===== src/rtl/lsu_data_port.sv =====
// Load/store data port: checks, issues and completes one core access at a time
// against a ready-handshake data memory, returning extended load data.
module lsu_data_port #(
   parameter int unsigned DATA_MEM_SIZE_BYTES = 2048,
   parameter int unsigned TIMEOUT_CYCLES      = 255
) (
   input  logic        clk_i,
   input  logic        rst_i,
   input  logic        core_req_i,
   input  logic        core_we_i,
   input  logic [2:0]  core_size_i,
   input  logic [31:0] core_addr_i,
   input  logic [31:0] core_wd_i,
   output logic [31:0] core_rd_o,
   output logic        core_stall_o,
   output logic        core_fault_o,
   output logic        mem_req_o,
   output logic        mem_we_o,
   output logic [3:0]  mem_be_o,
   output logic [31:0] mem_addr_o,
   output logic [31:0] mem_wd_o,
   input  logic [31:0] mem_rd_i,
   input  logic        mem_ready_i
);

   localparam logic [0:0] S_IDLE = 1'b0;
   localparam logic [0:0] S_BUSY = 1'b1;
   localparam logic [7:0] CNT_LAST = 8'(TIMEOUT_CYCLES - 1);

   logic [0:0]  state_q, state_d;
   logic [7:0]  cnt_q, cnt_d;
   logic [31:0] rd_q, rd_d;

   logic        size_ok, is_half, is_word, bad;
   logic [3:0]  be;
   logic [31:0] wd, rd_shift, ext;
   logic [7:0]  bsel;
   logic [15:0] hsel;
   logic        req, stall, fault;
   logic [31:0] rd_out;

   always_comb begin
      size_ok = 1'b0;
      case (core_size_i)
         3'b000, 3'b001, 3'b010, 3'b100, 3'b101: size_ok = 1'b1;
         default:                                size_ok = 1'b0;
      endcase
      is_half = (core_size_i[1:0] == 2'b01);
      is_word = (core_size_i == 3'b010);
      bad = !size_ok
         || (is_half && core_addr_i[0])
         || (is_word && (core_addr_i[1:0] != 2'b00))
         || (core_addr_i >= 32'(DATA_MEM_SIZE_BYTES));
   end

   // Byte-lane enables and lane-replicated store data.
   always_comb begin
      be = 4'b1111;
      wd = core_wd_i;
      case (core_size_i[1:0])
         2'b00: begin
            be = 4'b0001 << core_addr_i[1:0];
            wd = {4{core_wd_i[7:0]}};
         end
         2'b01: begin
            be = core_addr_i[1] ? 4'b1100 : 4'b0011;
            wd = {2{core_wd_i[15:0]}};
         end
         default: begin
            be = 4'b1111;
            wd = core_wd_i;
         end
      endcase
   end

   always_comb begin
      rd_shift = mem_rd_i >> {core_addr_i[1:0], 3'b000};
      bsel     = rd_shift[7:0];
      hsel     = core_addr_i[1] ? mem_rd_i[31:16] : mem_rd_i[15:0];
      case (core_size_i)
         3'b000:  ext = {{24{bsel[7]}}, bsel};
         3'b100:  ext = {24'd0, bsel};
         3'b001:  ext = {{16{hsel[15]}}, hsel};
         3'b101:  ext = {16'd0, hsel};
         default: ext = mem_rd_i;
      endcase
   end

   always_comb begin
      state_d = state_q;
      cnt_d   = cnt_q;
      rd_d    = rd_q;
      req     = 1'b0;
      stall   = 1'b0;
      fault   = 1'b0;
      rd_out  = rd_q;
      case (state_q)
         S_IDLE: begin
            if (core_req_i && bad) begin
               fault = 1'b1;
            end else if (core_req_i) begin
               req     = 1'b1;
               stall   = 1'b1;
               state_d = S_BUSY;
               cnt_d   = 8'd0;
            end else begin
               state_d = S_IDLE;
            end
         end
         S_BUSY: begin
            // Ready wins over timeout when both land on the same cycle.
            if (mem_ready_i) begin
               req     = 1'b1;
               state_d = S_IDLE;
               if (!core_we_i) begin
                  rd_d   = ext;
                  rd_out = ext;
               end else begin
                  rd_d = rd_q;
               end
            end else if (cnt_q == CNT_LAST) begin
               fault   = 1'b1;
               state_d = S_IDLE;
            end else begin
               req   = 1'b1;
               stall = 1'b1;
               cnt_d = cnt_q + 8'd1;
            end
         end
         default: state_d = S_IDLE;
      endcase
      if (rst_i) begin
         state_d = S_IDLE;
         cnt_d   = 8'd0;
         rd_d    = 32'd0;
         req     = 1'b0;
         stall   = 1'b0;
         fault   = 1'b0;
         rd_out  = 32'd0;
      end else begin
         rd_out = rd_out;
      end
   end

   assign core_rd_o    = rd_out;
   assign core_stall_o = stall;
   assign core_fault_o = fault;
   assign mem_req_o    = req;
   assign mem_we_o     = req && core_we_i;
   assign mem_be_o     = req ? be : 4'b0000;
   assign mem_wd_o     = req ? wd : 32'd0;
   assign mem_addr_o   = core_addr_i;

   always_ff @(posedge clk_i) begin
      if (rst_i) begin
         state_q <= S_IDLE;
         cnt_q   <= 8'd0;
         rd_q    <= 32'd0;
      end else begin
         state_q <= state_d;
         cnt_q   <= cnt_d;
         rd_q    <= rd_d;
      end
   end

endmodule


===== config.mk =====
export PLATFORM = sky130hd
export DESIGN_NAME = lsu_data_port
export DESIGN_NICKNAME = d
export VERILOG_FILES = /design/src/rtl/lsu_data_port.sv
export SDC_FILE = /design/constraint.sdc
export NUM_CORES = 1
export LEC_CHECK = 0
export CAP_MARGIN = 20
export CORE_MARGIN = 2
export CORE_UTILIZATION = 33
export DETAILED_ROUTE_END_ITERATION = 10
export GPL_ROUTABILITY_DRIVEN = 1
export GPL_TIMING_DRIVEN = 0
export PLACE_DENSITY = 0.75
export SLEW_MARGIN = 20
export SYNTH_ARGS = -nofsm -noshare
export SYNTH_HDL_FRONTEND = slang
export SYNTH_SLANG_ARGS = --single-unit

===== constraint.sdc =====
create_clock -name clk_i -period 2.1 [get_ports clk_i]
set_input_delay 0.42 -clock clk_i [delete_from_list [all_inputs] [get_ports clk_i]]
set_output_delay 0.42 -clock clk_i [all_outputs]
set_load 0.01 [all_outputs]

==> flow_metrics.tcl, run 1 <==
set metrics [dict create \
    status "complete, but fails checks" \
    violations "negative setup slack" \
    h-tree-depth 2 \
    die_area_um2 10500 \
    power.density_nw_per_um2 326 \
    port-buffer-count 195 \
    fin_crit_ns 2.50 \
    r2r-start "state_q" \
    synthTopCellsByCount "41 x dfxtp_1, 33 x buf_4, 31 x nor2_1" \
    clock_skew_ns 0.00527 \
    async_flop_share_pct 0 \
    synth-simple-area-share_pct 19.2 \
    ys_seq_area_share_pct 25.7 \
    final_nets 743 \
    setup.worst_path.start "core_addr_i[16]" \
    drc 0 \
    finalHoldViolations 0 \
    drt_iter0_markers 304 \
    slew_violations 0 \
    yosys.cell_count.top_type "dfxtp_1" \
    synth_cells 378 \
    min-delay-start "rd_q[28]" \
    cts_tree "built" \
    start_util_pct 34.3 \
    synth.cell_area_um2 3200 \
    drt-wirelength-per-cell_um 19.1 \
    syn_area_per_cell_um2 8.46 \
    p_leak_uw 0.00289 \
    critPathArrivalTime_ns 2.08 \
    drive_above_1_share_pct 51.9 \
    fmax_mhz 401 \
    core_um2 9330 \
    grt_max_degree 13 \
    yosysWarnings 0 \
    synth_area_leaders "dfxtp_1 26%, mux2i_1 9.1%, buf_4 7.7%" \
    vias 4132 \
    synth_enable_flop_cells 0 \
    crit_type "input port to output pin" \
    gp_congestion 0.908 \
    drt_first_pass_iters 5 \
    syn_to_final_growth_pct 98.6 \
    report.power.total_uw 2070 \
    syn-num-nets 484 \
    maxCapViolations 0 \
    die_x_um 102 \
    overflow 0 \
    relSlewSlack_pct 34.2 \
    numClockSinks 41 \
    cts_root_buffer "clkbuf_8" \
    hold_path.class "flip-flop to flip-flop" \
    rsz0062_at_grt "yes" \
    path_clk_slew_ns 0.08 \
    dpl_worst_slack_ns -1.18 \
    fin_util_pct 68.1 \
    fill_cells 747 \
    cts_buffers 5 \
    track_usage_pct 25.9 \
    synth_mux_area_share_pct 12.9 \
    fin_ws_ns -0.396 \
    hpwl_um 9870 \
    critical_path_required_ns 1.68 \
    ys_ff_latch 41 \
    drt-total-wl_um 14700 \
    whs_ns 0.482 \
    multiInputGateArea_um2 2550 \
    synth_compound_area_share_pct 26.5 \
    synth_top_area_share_pct 25.7 \
    fin_area_um2 6350 \
    via_per_inst 5.37 \
    grt_pass1_wl_um 21300 \
    peakVddDrop_uv 298 \
    synth_top_family_by_area "compound AO/OA/AOI/OAI gates" \
    fin_crit_sh_pct 119 \
    antenna_left 0 \
    critPathLaunchType "input port" \
    num_rows 35 \
    yosysTopAreaCell "dfxtp_1" \
    synth_fa_ha_area_share_pct 0.782 \
    synthFlopType "dfxtp_1" \
    synth_xor_area_share_pct 1.64 \
    setup_viol 64 \
    path_max_fanout 6 \
    clk_path_buf_depth 2 \
    tightest_slew_ns 0.979 \
    chipHeight_um 102 \
    clk_latency_ns 0.29 \
    regArea_um2 840 \
    pin_count 208 \
    netlist-cell-type-count 50 \
    antenna_found_initial 1 \
    placedInstanceArea_um2 5310 \
    grt_pass1_vias 3992 \
    worstSetupEndpointType "output pin" \
]
## cells by family (layout without fill, tap and decap cells)
family | after synthesis | after routing
DFF | 41 | 41
xor gates and xnor gates | 6 | 6
and+or+nand+nor | 104 | 104
adders and majority gates | 2 | 2
AOI/OAI and AO/OA | 120 | 120
other | 0 | 2
muxes | 36 | 36
buffers and inverters | 69 | 329
## critical path: stages
cell and delay [ns]:
buf_8 0.10, nor4_4 0.25, nand4_1 0.23, o31a_1 0.40
buf_6 0.16, buf_12 0.13, buf_16 0.13, nor3_4 0.10
buf_2 0.16
## final timing paths
check,cells after the start,end,slack [ns]
max,9,mem_wd_o[24],-0.40
min,1,rd_q[28],0.48
max reg2reg,4,cnt_q[4],0.41
min reg2reg,1,rd_q[28],0.48
## timing repair
action,4_1_cts,5_1_grt
gates resized for setup,566,82
hold buffers,0,0
pin swaps,58,29
cloned,6,1
hold endpoints to repair,0,0
endpoints found under the setup margin,90,75
buffers inserted,29,27
## flip-flops by register name, summed over array words and instances, names as in the netlist
| name | flops |
|---|---|
| rd_q | 32 |
| cnt_q | 8 |
| state_q | 1 |
## power by group
group          switching [uW]  leakage (uW)  total [uW]  internal, uW
sequential          0.0000126      0.000335         771           771
combinational             339       0.00250         733           394
clock                     270     0.0000543         567           297
total                     610       0.00289        2070          1460
## metal layers
metal / GRT usage, % / wire, um
met4: 8.51 / 473
met2: 45.6 / 7490
met1: 31.3 / 5650
met3: 5.40 / 1060
met5: 0 / 0
## placed cells by master (no fill, tap or decap), drive strengths merged, types with 3 or more instances in the layout
cell / instances
buf: 196
clkdlybuf4s50: 75
dfxtp: 41
nor2: 31
mux2i: 29
a22o: 28
nor3: 27
clkbuf: 26
a21oi: 25
dlygate4sd2: 17
o21ai: 17
a21o: 16
nand2: 12
nor3b: 9
a22oi: 7
inv: 6
clkdlybuf4s15: 6
a221oi: 5
xor2: 5
mux4: 4
nor2b: 4
a31oi: 4
nor4: 4
nand3: 4
mux2: 3
o211ai: 3
a2bb2oi: 3
o31ai: 3
## cell type report
cell class	instances	share of cell area, %
repair buffers	253	34.2
plain buffers	62	7.94
clock inverters	1	0.0788
multi-input cells	268	40.1
well taps	129	2.54
inverters	6	0.355
diodes	2	0.0788
flip-flops and latches	41	13.2
clock buffers	7	1.52
## per-stage QoR
step	cells	TNS (ns)
2_1_floorplan	378	0
3_3_place_gp	702	-83.32
3_5_place_dp	702	-84.78
4_1_cts	745	-10.65
5_1_grt	768	-19.60
6_report	769	-15.51
(Power assumes the default switching activity.)
==> run 2, diff against run 1 <==
--- a/config.mk
+++ b/config.mk
@@ -5,7 +5,6 @@
 export SDC_FILE = /design/constraint.sdc
 export NUM_CORES = 1
 export LEC_CHECK = 0
-export CAP_MARGIN = 20
 export CORE_MARGIN = 2
 export CORE_UTILIZATION = 33
 export DETAILED_ROUTE_END_ITERATION = 10
==> results of run 2 <==
The final DEF is identical to that of run 1; final timing and power are the same.
==> run 3, diff against run 2 <==
--- a/config.mk
+++ b/config.mk
@@ -5,12 +5,13 @@
 export SDC_FILE = /design/constraint.sdc
 export NUM_CORES = 1
 export LEC_CHECK = 0
+export ABC_AREA = 1
 export CORE_MARGIN = 2
 export CORE_UTILIZATION = 33
 export DETAILED_ROUTE_END_ITERATION = 10
 export GPL_ROUTABILITY_DRIVEN = 1
 export GPL_TIMING_DRIVEN = 0
-export PLACE_DENSITY = 0.75
+export PLACE_DENSITY = 0.77
 export SLEW_MARGIN = 20
 export SYNTH_ARGS = -nofsm -noshare
 export SYNTH_HDL_FRONTEND = slang
==> run 3 against run 2 <==
  * The flow still finishes with violations (negative setup slack)
  * Clock skew rose by 0.0013 ns
  * Design area is 8.1% higher
  * Sequential cell count is the same
  * Worst setup slack improved by 0.17 ns
  * Register-to-register slack gained 0.09 ns
  * Area after synthesis decreased by 4.6%
  * Global-route usage grew 0.89 points
  * Clock power is 39% higher
  * Utilization is 7.3 points higher
  * Worst hold slack got worse by 0.053 ns
  * Sequential share of layout area shrank 1.1 points
  * Critical path type is now flip-flop to output pin
  * Critical endpoint unchanged
==> flow_metrics.tcl, run 3 <==
set metrics [dict create \
    r2r_slack_ns 0.50 \
    async_flop_share_pct 0 \
    power_frac_comb_pct 32.8 \
    drive_above_1_share_pct 52.6 \
    drc 0 \
    drt-total-wl_um 16000 \
    tightest_slew_ns 0.434 \
    yosys.cell_count.top_type "o21ai_0" \
    report.power.total_uw 2320 \
    h-tree-depth 2 \
    antenna_cells 0 \
    maxCapViolations 0 \
    cts_buffers 5 \
    status "complete, but fails checks" \
    placedInstanceArea_um2 5190 \
    synthTopCellsByCount "67 x o21ai_0, 64 x nand2_1, 64 x nor2_1" \
    hpwl_um 9340 \
    largest_register "rd_q" \
    peakVddDrop_uv 384 \
    reg2reg_depth 8 \
    violations "negative setup slack" \
    antenna_found_initial 0 \
    p_leak_uw 0.00303 \
    drt_first_pass_iters 4 \
    whs_ns 0.430 \
    p_sw_share_pct 29.3 \
    rsz0062_at_grt "yes" \
    path_max_fanout 5 \
    p_clk_share_pct 33.9 \
    relSlewSlack_pct 70.8 \
    synth.cell_area_um2 3050 \
    finalHoldViolations 0 \
    final_cell_mix "91 x clkdlybuf4s50_1, 85 x buf_4, 61 x buf_6, 54 x nand2_1, 47 x buf_2" \
    fin_crit_ns 2.33 \
    crit_type "flip-flop to output pin" \
    cts_tree "built" \
    overflow 0 \
    final_nets 868 \
    power.density_nw_per_um2 338 \
    slew_violations 0 \
    p_seq_share_pct 33.3 \
    power_switching_uw 681 \
    synth_top_area_share_pct 26.9 \
    p_int_uw 1640 \
    yosysTopAreaCell "dfxtp_1" \
    fin_util_pct 75.4 \
    hold_path.class "input port to flip-flop" \
    chipHeight_um 100 \
    die_x_um 100 \
    grt_pass1_wl_um 21400 \
    critical_path_required_ns 1.68 \
    core_um2 9110 \
    r2r-start "state_q" \
    setup_viol 70 \
    largest_reg_flops 32 \
    grt_max_degree 15 \
    numClockSinks 41 \
    critPathArrivalTime_ns 1.91 \
    fin_crit_sh_pct 111 \
    synthFlopType "dfxtp_1" \
    die_area_um2 10000 \
    cp-endpoint "mem_wd_o[24]" \
    reg.largest.list "rd_q x32, cnt_q x8, state_q x1" \
    worstSetupEndpointType "output pin" \
    synth_enable_flop_cells 0 \
    critPathLaunchType "flip-flop" \
    via_per_inst 5.44 \
    fin_area_um2 6870 \
    dpl_worst_slack_ns -1.43 \
    drt-wirelength-per-cell_um 18.3 \
    ys_seq_area_share_pct 26.9 \
    track_usage_pct 26.8 \
    min-delay-start "rst_i" \
    antenna_left 0 \
    setup.worst_path.start "cnt_q[4]" \
    num_rows 35 \
    clock_skew_ns 0.00656 \
    cts_root_buffer "clkbuf_8" \
    vias 4754 \
    port-buffer-count 196 \
    final_common_cell "clkdlybuf4s50_1" \
    yosysWarnings 0 \
    netlist-cell-type-count 34 \
    start_util_pct 33.5 \
    clk_latency_ns 0.31 \
    path_clk_slew_ns 0.08 \
    drt_iter0_markers 298 \
    clk_path_buf_depth 2 \
    pin_count 208 \
    fin_ws_ns -0.225 \
    syn-num-nets 584 \
    grt_pass1_vias 4444 \
    fmax_mhz 430 \
    syn_area_per_cell_um2 6.38 \
    gp_congestion 0.885 \
    rr_endpoint "rd_q[4]" \
    syn_to_final_growth_pct 125 \
    synth_cells 478 \
    synth_area_leaders "dfxtp_1 27%, o21ai_0 11%, a21oi_1 9.2%" \
    ys_ff_latch 41 \
]
## run 3: cell count changes after synthesis, moves of 9 or more
cell      change
nand2_1      +52
o21ai_0      +50
inv_1        +36
nor2_1       +33
a21oi_1      +32
mux2i_1      -29
a22o_1       -28
nor2_2       +22
nor3_2       -17
a21o_1       -16
o211ai_1     +12
nor3b_1       -9
## run 3: logic make-up after synthesis
| group | after synthesis | synth area share (%) |
|---|---|---|
| and+or+nand+nor | 179 | 26.7 |
| AOI/OAI and AO/OA | 152 | 27.2 |
| buffers and inverters | 101 | 17.5 |
| DFF | 41 | 26.9 |
| xor gates and xnor gates | 3 | 0.861 |
| adders and majority gates | 2 | 0.820 |
## run 3: power by group through the flow
stage	combinational, uW	sequential, uW	clock [uW]
6_report	762	774	787
2_1_floorplan	218	795	0
4_1_cts	626	775	777
3_5_place_dp	525	795	0
3_3_place_gp	516	795	0
5_1_grt	802	774	803
## run 3: how the worst min path moves through the flow
stage	to	slack (ns)	depth (start not counted)
finish	cnt_q[0]	0.43	2
global route	cnt_q[0]	0.44	2
CTS	cnt_q[0]	0.45	2
detailed placement	cnt_q[7]	0.48	2
global placement	cnt_q[7]	0.47	2
floorplan	cnt_q[7]	0.45	2
## run 3: through the flow
stage,setup TNS [ns],cells
detailed placement,-104.73,785
finish,-10.43,874
floorplan,0,478
global placement,-101.88,785
global route,-14.12,874
CTS,-10.34,844
## run 3: layer usage
| metal | share of wire, % | wire [um] | GRT usage (%) |
|---|---|---|---|
| met1 | 36 | 5690 | 29.7 |
| met2 | 51 | 8090 | 48.2 |
| met3 | 8.7 | 1390 | 5.43 |
| met4 | 5.1 | 813 | 13.6 |
| met5 | 0 | 0 | 0 |
## run 3: critical path, cell delays in order, from the launching register on
cell	delay, ns
dfxtp_1	0.38
nand2_1	0.15
nor2_4	0.18
nand2_2	0.07
nor3_2	0.18
nor2_2	0.08
nand2_4	0.10
buf_8	0.14
buf_16	0.14
nor2_2	0.04
buf_2	0.14
## run 3: layout make-up
type / count / area, um^2
buffer: 51 / 429
clock buffer: 5 / 68.8
clock inverter: 3 / 68.8
fill: 639 / 2240
inverter: 46 / 211
multi-input combinational: 336 / 2500
sequential: 41 / 833
tap: 111 / 139
timing repair buffer: 280 / 2610
timing repair inverter: 1 / 5.00
## run 3: repair_timing
item / in CTS / in global routing
pin swaps: 49 / 57
resized for setup: 548 / 212
endpoints found under the hold margin: 0 / 0
cloned: 6 / 0
setup endpoints to repair: 103 / 72
setup buffers: 46 / 39
hold buffers: 0 / 0
==> edit (config.mk and constraints of run 2) <==
Make the reset (`rst_i`) asynchronous in one clocked block.
--- a/src/rtl/lsu_data_port.sv
+++ b/src/rtl/lsu_data_port.sv
@@ -153,3 +153,3 @@
 
-   always_ff @(posedge clk_i) begin
+   always_ff @(posedge clk_i or posedge rst_i) begin
       if (rst_i) begin
Function: no difference found for any inputs over 4 cycles, from zero or initial values and one cycle with rst_i high; that may be too few to reach the edited logic, so the function may still have changed.
==> edit against run 2 <==
  * The flow still finishes with violations (negative setup slack)
  * Area after synthesis rose by 10%
  * Sequential power rose by 2%
  * Sequential cell count did not move
  * Wire length rose by 30%
  * Worst setup slack improved by 0.13 ns
  * Hold slack got worse by 0.012 ns
  * First-iteration DRC count fell by 3.3%
  * Power rose by 10%
  * Sequential share of layout area rose by 0.23 points
  * Global-route usage rose by 3.6 points
  * Combinational power rose by 12%
  * Final area rose by 20%
  * Critical path type unchanged
==> edit: results (changes against run 2) <==
[power_and_ir_drop]
p_sw_share_pct=30.9  ; +1.5 points
ir_worst_vdd_mv=0.320  ; +7.5%
switchingPower_mw=0.705  ; +16%

[cells_and_area]
sh_seq_area_pct=13.4  ; +0.23 points
final-nonclk-buf-share_pct=43.8  ; +1.7 points
multi_input_area_share_pct=38.7  ; -1.4 points
nNetsFinal=828  ; +11%
buffers_excl_clock=358  ; +14%
clock_buffers=6  ; -1

[sta]
setup_viol=71  ; +11%
timing.hold.ws_ns=0.470  ; -0.0120 ns
setup_ws_ns=-0.266  ; +0.130 ns
finClkSkew_ns=0.00986  ; +0.00459 ns

[yosys]
synth.area.top_cells=dfrtp_1 (29%), mux2i_1 (7.7%), buf_4 (7.3%)
synth_compound_area_share_pct=23.2  ; -3.3 points
syn_avg_cell_area_um2=8.24  ; -2.6%
netlist_top_cells_count=o21ai_0 (44), nand2_1 (43), dfrtp_1 (41)

[placement]
place_hpwl_um=11100  ; +12%
place_congestion=0.922  ; +1.5%
placed_cells=760  ; +8.3%
post-place-ws_ns=-1.40  ; -0.229 ns

[status]
violations=negative setup slack
outcome=finished with violations

[clock_network]
clkLatencyLatePin_ns=0.31  ; +0.02 ns

[drt]
wl_met2_um=9470  ; +26%
first_iter_violations=294  ; -3.3%
met1_length_um=7290  ; +29%

[global_route]
grt_pass1_vias=4918  ; +23%
use_met2_pct=51.4  ; +5.8 points
grt_use_total_pct=29.5  ; +3.6 points

[critical_path]
r2r_end=rd_q[17]
reg2reg_from=state_q

## edit: cell types whose count changed after synthesis, sizes merged, moves of 5 or more
cell and change:
dfrtp +41, dfxtp -41, nand2 +31, o21ai +29, nor3 -22, and3 +17, a22o -15, a21o -13
a21oi +9, clkbuf +8, nor3b +7, a32o +6, xor2 -5
## edit: what timing repair did
action,4_1_cts,5_1_grt
gates resized for setup,691,142
gates cloned,11,2
pin swaps,51,32
setup buffers,63,25
setup endpoints to repair,89,74
## edit: worst max-delay path by stage
stage                     cells past startpoint       endpoint       startpoint  slack [ns]
final                                         7  core_rd_o[26]   core_addr_i[1]       -0.27
after global routing                          9    mem_be_o[0]         cnt_q[0]       -0.32
after CTS                                     8   core_stall_o  core_addr_i[18]       -0.28
after detailed placement                      7  core_rd_o[15]        core_we_i       -1.40
after global placement                        7  core_rd_o[15]        core_we_i       -1.32
after floorplan                               6  core_rd_o[21]   core_addr_i[1]      -0.003
